--- src/rtl/demux_pkg.sv ---
// ----------------------------------------------------------------------------
// demux_pkg
// Shared constants for the 1-to-N demultiplexer with per-channel FIFOs:
// default parameter values, the drop counter width and its saturation value,
// and a helper that sizes the select bus from the channel count.
// ----------------------------------------------------------------------------
package demux_pkg;

    // Default geometry of the demultiplexer.
    localparam int DATA_W_DEF = 8;
    localparam int N_CH_DEF   = 4;
    localparam int DEPTH_DEF  = 4;

    // Drop counter width and the value it saturates at.
    localparam int               DROP_W   = 8;
    localparam logic [DROP_W-1:0] DROP_MAX = {DROP_W{1'b1}};

    // Width of the select bus: ceil(log2(n_ch)), never narrower than one bit.
    function automatic int sel_width(input int n_ch);
        if (n_ch <= 2) begin
            return 1;
        end else begin
            return $clog2(n_ch);
        end
    endfunction

endpackage : demux_pkg

--- src/rtl/demux_fifo.sv ---
// ----------------------------------------------------------------------------
// demux_fifo
// Single-channel synchronous FIFO used once per demux output channel.
//
// Ports:
//   clk    : clock, all state updates on the rising edge
//   reset  : synchronous active-high reset (pointers and occupancy only)
//   push   : write wdata at the tail (ignored while full)
//   pop    : remove the head word (ignored while empty)
//   wdata  : word to write
//   full   : occupancy == DEPTH
//   empty  : occupancy == 0
//   rdata  : head word, forced to zero while empty
// ----------------------------------------------------------------------------
module demux_fifo
    import demux_pkg::*;
#(
    parameter int DATA_W = DATA_W_DEF,
    parameter int DEPTH  = DEPTH_DEF
) (
    input  logic              clk,
    input  logic              reset,
    input  logic              push,
    input  logic              pop,
    input  logic [DATA_W-1:0] wdata,
    output logic              full,
    output logic              empty,
    output logic [DATA_W-1:0] rdata
);

    // Pointers wrap naturally because DEPTH is a power of two; the occupancy
    // counter needs one extra bit to represent the full state.
    localparam int PTR_W = (DEPTH <= 2) ? 1 : $clog2(DEPTH);
    localparam int CNT_W = PTR_W + 1;

    logic [DATA_W-1:0] mem_r [DEPTH];
    logic [PTR_W-1:0]  wr_ptr_r;
    logic [PTR_W-1:0]  rd_ptr_r;
    logic [CNT_W-1:0]  count_r;
    logic              push_eff_s;
    logic              pop_eff_s;

    // Status flags and qualified handshakes.
    always_comb begin
        full       = (count_r == CNT_W'(DEPTH));
        empty      = (count_r == {CNT_W{1'b0}});
        push_eff_s = push & ~full;
        pop_eff_s  = pop & ~empty;
    end

    // Storage array; contents are not cleared by reset, only pointers are.
    always_ff @(posedge clk) begin
        if (push_eff_s) begin
            mem_r[wr_ptr_r] <= wdata;
        end else begin
            mem_r[wr_ptr_r] <= mem_r[wr_ptr_r];
        end
    end

    // Write/read pointers and occupancy counter.
    always_ff @(posedge clk) begin
        if (reset) begin
            wr_ptr_r <= {PTR_W{1'b0}};
            rd_ptr_r <= {PTR_W{1'b0}};
            count_r  <= {CNT_W{1'b0}};
        end else begin
            if (push_eff_s) begin
                wr_ptr_r <= wr_ptr_r + PTR_W'(1);
            end else begin
                wr_ptr_r <= wr_ptr_r;
            end
            if (pop_eff_s) begin
                rd_ptr_r <= rd_ptr_r + PTR_W'(1);
            end else begin
                rd_ptr_r <= rd_ptr_r;
            end
            // Simultaneous push and pop leaves occupancy unchanged.
            case ({push_eff_s, pop_eff_s})
                2'b10:   count_r <= count_r + CNT_W'(1);
                2'b01:   count_r <= count_r - CNT_W'(1);
                default: count_r <= count_r;
            endcase
        end
    end

    // Head word, zeroed when nothing is buffered.
    always_comb begin
        if (empty) begin
            rdata = {DATA_W{1'b0}};
        end else begin
            rdata = mem_r[rd_ptr_r];
        end
    end

endmodule : demux_fifo

--- src/rtl/demux_1xn_fifo.sv ---
// ----------------------------------------------------------------------------
// demux_1xn_fifo
// Routes each input word to one of N_CH output channels, each buffered by its
// own FIFO so a stalled channel never blocks traffic to the others. Words
// addressed to a non-existent channel are accepted and discarded, and counted
// in a saturating drop counter.
//
// Ports:
//   clk       : clock, rising edge
//   reset     : synchronous active-high reset
//   in        : input data word
//   validIn   : input word valid
//   select    : destination channel of the current word
//   readyIn   : current word can be accepted (never depends on validIn)
//   out       : flattened channel heads, channel k at [k*DATA_W +: DATA_W]
//   validOut  : per-channel head valid
//   readyOut  : per-channel downstream ready (pops the head)
//   dropCount : saturating count of words discarded for out-of-range select
// ----------------------------------------------------------------------------
module demux_1xn_fifo
    import demux_pkg::*;
#(
    parameter int DATA_W = DATA_W_DEF,
    parameter int N_CH   = N_CH_DEF,
    parameter int DEPTH  = DEPTH_DEF,
    parameter int SEL_W  = sel_width(N_CH)
) (
    input  logic                   clk,
    input  logic                   reset,
    input  logic [DATA_W-1:0]      in,
    input  logic                   validIn,
    input  logic [SEL_W-1:0]       select,
    output logic                   readyIn,
    output logic [N_CH*DATA_W-1:0] out,
    output logic [N_CH-1:0]        validOut,
    input  logic [N_CH-1:0]        readyOut,
    output logic [DROP_W-1:0]      dropCount
);

    logic [N_CH-1:0]   sel_onehot_s;
    logic              sel_full_s;
    logic              in_range_s;
    logic [N_CH-1:0]   push_s;
    logic [N_CH-1:0]   full_s;
    logic [N_CH-1:0]   empty_s;
    logic [DATA_W-1:0] head_s [N_CH];
    logic [DROP_W-1:0] drop_r;

    // Select decode: one-hot channel and the full flag of the addressed
    // channel. An all-zero one-hot means select points past the last channel.
    always_comb begin
        sel_onehot_s = {N_CH{1'b0}};
        sel_full_s   = 1'b0;
        for (int k = 0; k < N_CH; k++) begin
            if (select == SEL_W'(k)) begin
                sel_onehot_s[k] = 1'b1;
                sel_full_s      = full_s[k];
            end else begin
                sel_onehot_s[k] = 1'b0;
            end
        end
        in_range_s = |sel_onehot_s;
    end

    // Input ready and per-channel push. A full channel stays not-ready even if
    // it pops this cycle: there is no pass-through path.
    always_comb begin
        readyIn = reset | ~in_range_s | ~sel_full_s;
        if (validIn && !reset) begin
            push_s = sel_onehot_s & ~full_s;
        end else begin
            push_s = {N_CH{1'b0}};
        end
    end

    // Saturating count of discarded out-of-range words.
    always_ff @(posedge clk) begin
        if (reset) begin
            drop_r <= {DROP_W{1'b0}};
        end else if (validIn && !in_range_s && (drop_r != DROP_MAX)) begin
            drop_r <= drop_r + DROP_W'(1);
        end else begin
            drop_r <= drop_r;
        end
    end

    assign dropCount = drop_r;

    // One FIFO per channel plus output flattening. Outputs are held idle while
    // reset is asserted so nothing leaks before pointers are cleared.
    for (genvar k = 0; k < N_CH; k++) begin : g_ch
        demux_fifo #(
            .DATA_W (DATA_W),
            .DEPTH  (DEPTH)
        ) u_fifo (
            .clk    (clk),
            .reset  (reset),
            .push   (push_s[k]),
            .pop    (readyOut[k]),
            .wdata  (in),
            .full   (full_s[k]),
            .empty  (empty_s[k]),
            .rdata  (head_s[k])
        );

        assign validOut[k]                 = ~reset & ~empty_s[k];
        assign out[k*DATA_W +: DATA_W]     = reset ? {DATA_W{1'b0}} : head_s[k];
    end

endmodule : demux_1xn_fifo

--- config.mk ---
export PLATFORM = sky130hd
export DESIGN_NAME = demux_1xn_fifo
export DESIGN_NICKNAME = d
export VERILOG_FILES = /design/src/rtl/demux_pkg.sv /design/src/rtl/demux_fifo.sv /design/src/rtl/demux_1xn_fifo.sv
export SDC_FILE = /design/constraint.sdc
export NUM_CORES = 1
export LEC_CHECK = 0
export BUFFER_PORTS_ARGS = -buffer_cell sky130_fd_sc_hd__buf_2
export CAP_MARGIN = 30
export CELL_PAD_IN_SITES_DETAIL_PLACEMENT = 1
export CELL_PAD_IN_SITES_GLOBAL_PLACEMENT = 1
export CORE_ASPECT_RATIO = 1.1
export CORE_MARGIN = 2
export CORE_UTILIZATION = 40
export DETAILED_ROUTE_END_ITERATION = 7
export PLACE_DENSITY_LB_ADDON = 0.1
export SLEW_MARGIN = 0
export SYNTH_ARGS = -nofsm -noshare
export SYNTH_HDL_FRONTEND = slang
export SYNTH_SLANG_ARGS = --single-unit
--- constraint.sdc ---
create_clock -name clk -period 2 [get_ports clk]
set_input_delay 0.4 -clock clk [delete_from_list [all_inputs] [get_ports clk]]
set_output_delay 0.4 -clock clk [all_outputs]
set_load 0.05 [all_outputs]
==> results.md <==
* Crit-path max cell delay at 0.51 ns
* Post-synth net total at 493
* Commonest non-fill, non-tap cells in the layout: 128 x edfxtp_1, 69 x buf_4, 44 x buf_6
* Synthesized flop and latch total at 172
* Sequential cell area at 0.00476 mm2
* TritonCTS buffer count at 17
* Remaining global-route overflow at 0
* Core Region at 0.0175 mm2
* Largest net degree at the start of global routing at 17
* Type of the worst setup path: reg2out
* First-pass GRT wire length at 24400 um
* Tmin final at 2.26 ns
* Area growth from synthesis to layout at 35.6%
* Reg2reg end: g_ch[3].u_fifo.count_r[2]$_SDFFE_PP0P_
* Reg-to-reg slack, setup at -0.09 ns
* Via density at 4.88
* Post-synth cell types at 37
* Mapped Avg Cell Area at 15.7 um2
* Vias in the first global route at 4512
* Place WS at -0.193 ns
* CTS clk-pin slew, worst paths at 0.06 ns
* Fillers at 1672
* Hold path cells at 3
* Most used DFF post-synth: edfxtp_1
* Worst Path Max Fanout at 3
* Crit path to: readyIn
* Initial Util at 40.4%
* Compound-gate portion of the synthesized area at 2.35%
* TritonCTS clock tree: yes
* Tightest Pin Transition at 0.410 ns
* Worst flop-to-flop path startpoint: g_ch[3].u_fifo.count_r[0]$_SDFFE_PP0P_
* Final net count at 648
* Clock latency on the worst-skew pair at 0.43 ns
* Share of the synthesized area in the top cell type at 54.2%
* Total wire length at 15700 um
* Buffer depth of the longest clock path at 2
* Leak at 3.58 nW
* Clk_skew at 0.0108 ns
* Yosys warns at 0
* Reg2reg path depth at 10
* Adder-cell share of the synthesized area at 4.66%
* I/O pins at 62
* Wire per inst at 18.3 um
* Smallest hold slack at 0.333 ns
* PortBufs at 61
* # clock sinks at 172
* Setup ws final at -0.259 ns
* Simple-gate share of the synthesized area at 11.1%
* Crit-path cells: nor3b_4, buf_4, nor3_2, or4_4, buf_8
* Synth Area in XOR/XNOR at 1.48%
* Fmax at 0.443 GHz
* DIE HEIGHT at 144 um
* Initial drt markers at 239
* Initial antenna violation count at 0
* Crit path launch type: register
* Area contributors post-synth: edfxtp_1 54%, dfxtp_1 12%, mux4_2 10%
* Antenna Nets Post-Route at 0
* H-tree depth at 4
* RSZ-0062 raised after global routing: yes
* Via count at 4183
* Diode count at 0
* Overall Global Routing Usage at 17.9%
* Largest family of logic cells by synthesized area: simple AND/OR/NAND/NOR gates
* Final setup viols at 41
* PD cells at 857 mW/mm2
* Drt pass-1 iters at 4
* Clk root buf: clkbuf_16
* Post-CTS Hold Buffers at 0
* FP Rows at 51
* GPL Wtd Cong at 0.721
* Share of flip-flops with an asynchronous set or reset at 0%
* Commonest non-fill, non-tap cell in the layout: edfxtp_1
* Hpwl dp at 10200 um
* Worst rel slew slack at 72.6%
* Setup_tns at -3.97 ns
* Die footprint at 0.0188 mm2
* Die W at 131 um
* Max Slew Vio Count at 0
* Endpoints failing hold at 0
* Largest area contributor in the netlist: edfxtp_1
* Post-DP Area at 0.00821 mm2
* Area of the multi-input gates at 0.00254 mm2
* Critical path capture point type: output pin
* Slowest-stage cell, CP: or4_4
* Final Power at 8.24 mW
* EDFF count, synth at 128
* Max-Cap Viols at 0
* Peak supply drop at 0.000531 V
* Fin crit share at 113%
* Arr. time, crit path at 1.86 ns
* Mapped Cells at 452
* Multiplexer share of the synthesized area at 11.0%
* CP Launch Point: g_ch[0].u_fifo.count_r[1]$_SDFFE_PP0P_
* DRC at 0
* Status: complete, but fails checks
* Failing checks: negative setup slack
* Fraction of layout cells with a size suffix above 1 at 49.2%
* Post-synthesis sequential area ratio at 66.6%
* Worst Path Required at 1.60 ns
* Final instance area at 0.00962 mm2
* Mapped Area at 0.00709 mm2
* Hold WC Path Type: in2reg
## cells in the mapped netlist, types with 2 or more instances
library cell	n
nand2_1	7
or2_1	2
nor3b_2	3
inv_1	30
fa_1	4
ha_1	20
a21oi_1	15
buf_2	8
xor2_1	12
nor3_1	5
edfxtp_1	128
o21ai_0	11
and2_1	8
mux2_2	5
buf_4	2
nand3b_1	2
clkbuf_1	6
nor2b_1	36
and3_1	8
or3_1	11
o31ai_1	4
and4bb_2	2
and2b_1	5
buf_1	3
nor2_1	26
mux4_2	32
or3b_1	2
or2_2	2
dfxtp_1	44
nor3b_1	2
## report_power, final
part / leakage (nW) / total, mW / switching, mW / internal [mW]
sequential: 1.52 / 3.95 / 0.0528 / 3.90
clock: 0.256 / 2.94 / 1.35 / 1.58
combinational: 1.80 / 1.35 / 0.682 / 0.671
total: 3.58 / 8.24 / 2.09 / 6.15
## layer usage
layer | vias up | global-route usage, % | share of wire (%)
li1 | 1961 | - | -
met1 | 2146 | 23.3 | 43
met5 | - | 0 | 0
met2 | 59 | 30.1 | 53
met4 | 0 | 5.54 | 1.3
met3 | 17 | 3.87 | 3.0
## registers in the layout, summed over array words and instances, names as in the netlist, named ones only
name	count
g_ch.u_fifo.rd_ptr_r	8
g_ch.u_fifo.mem_r	128
dropCount	8
g_ch.u_fifo.count_r	12
g_ch.u_fifo.wr_ptr_r	8
## repair_timing
action / 4_1_cts / 5_1_grt
endpoints found under the setup margin: 41 / 43
pin swaps: 15 / 10
gates cloned: 2 / 0
buffers inserted: 14 / 14
hold endpoints to repair: 0 / 0
resized for setup: 171 / 27
## worst min-delay path by stage
stage | from | end | slack, ns
3_5_place_dp | dropCount[2]$_SDFFE_PP0P_ | dropCount[2]$_SDFFE_PP0P_ | 0.45
4_1_cts | reset | g_ch[3].u_fifo.wr_ptr_r[0]$_SDFFE_PP0P_ | 0.31
3_3_place_gp | dropCount[3]$_SDFFE_PP0P_ | dropCount[3]$_SDFFE_PP0P_ | 0.45
6_report | reset | g_ch[3].u_fifo.wr_ptr_r[0]$_SDFFE_PP0P_ | 0.33
5_1_grt | reset | g_ch[3].u_fifo.wr_ptr_r[0]$_SDFFE_PP0P_ | 0.34
2_1_floorplan | g_ch[3].u_fifo.rd_ptr_r[1]$_SDFFE_PP0P_ | register | 0.46
## stage by stage
stage,std cells,util [%]
after global placement,796,46.8
after detailed placement,796,46.8
after CTS,844,53.7
after floorplan,452,-
final,858,54.8
after global routing,858,54.8
## worst max-delay path, delay by kind of cell, from the launching register on
family / cells / cell delay (ns)
AND/OR/NAND/NOR: 3 / 0.75
flip-flops: 1 / 0.36
buffers and inverters: 2 / 0.32
## final cells by class
cell class	instances	area share, %
clock buffers	18	4.46
multi-input cells	233	26.4
repair buffers	153	14.4
inverters	30	1.17
clock inverters	14	0.989
well taps	238	3.10
flip-flops and latches	172	49.5
## cell families after synthesis
kind of cell    Yosys count
compound gates           31
xor+xnor                 12
fa+ha+maj                24
buf+inv                  49
flops                   172
mux                      37
simple gates            127
No activity file was read; power rests on OpenSTA's default activity.
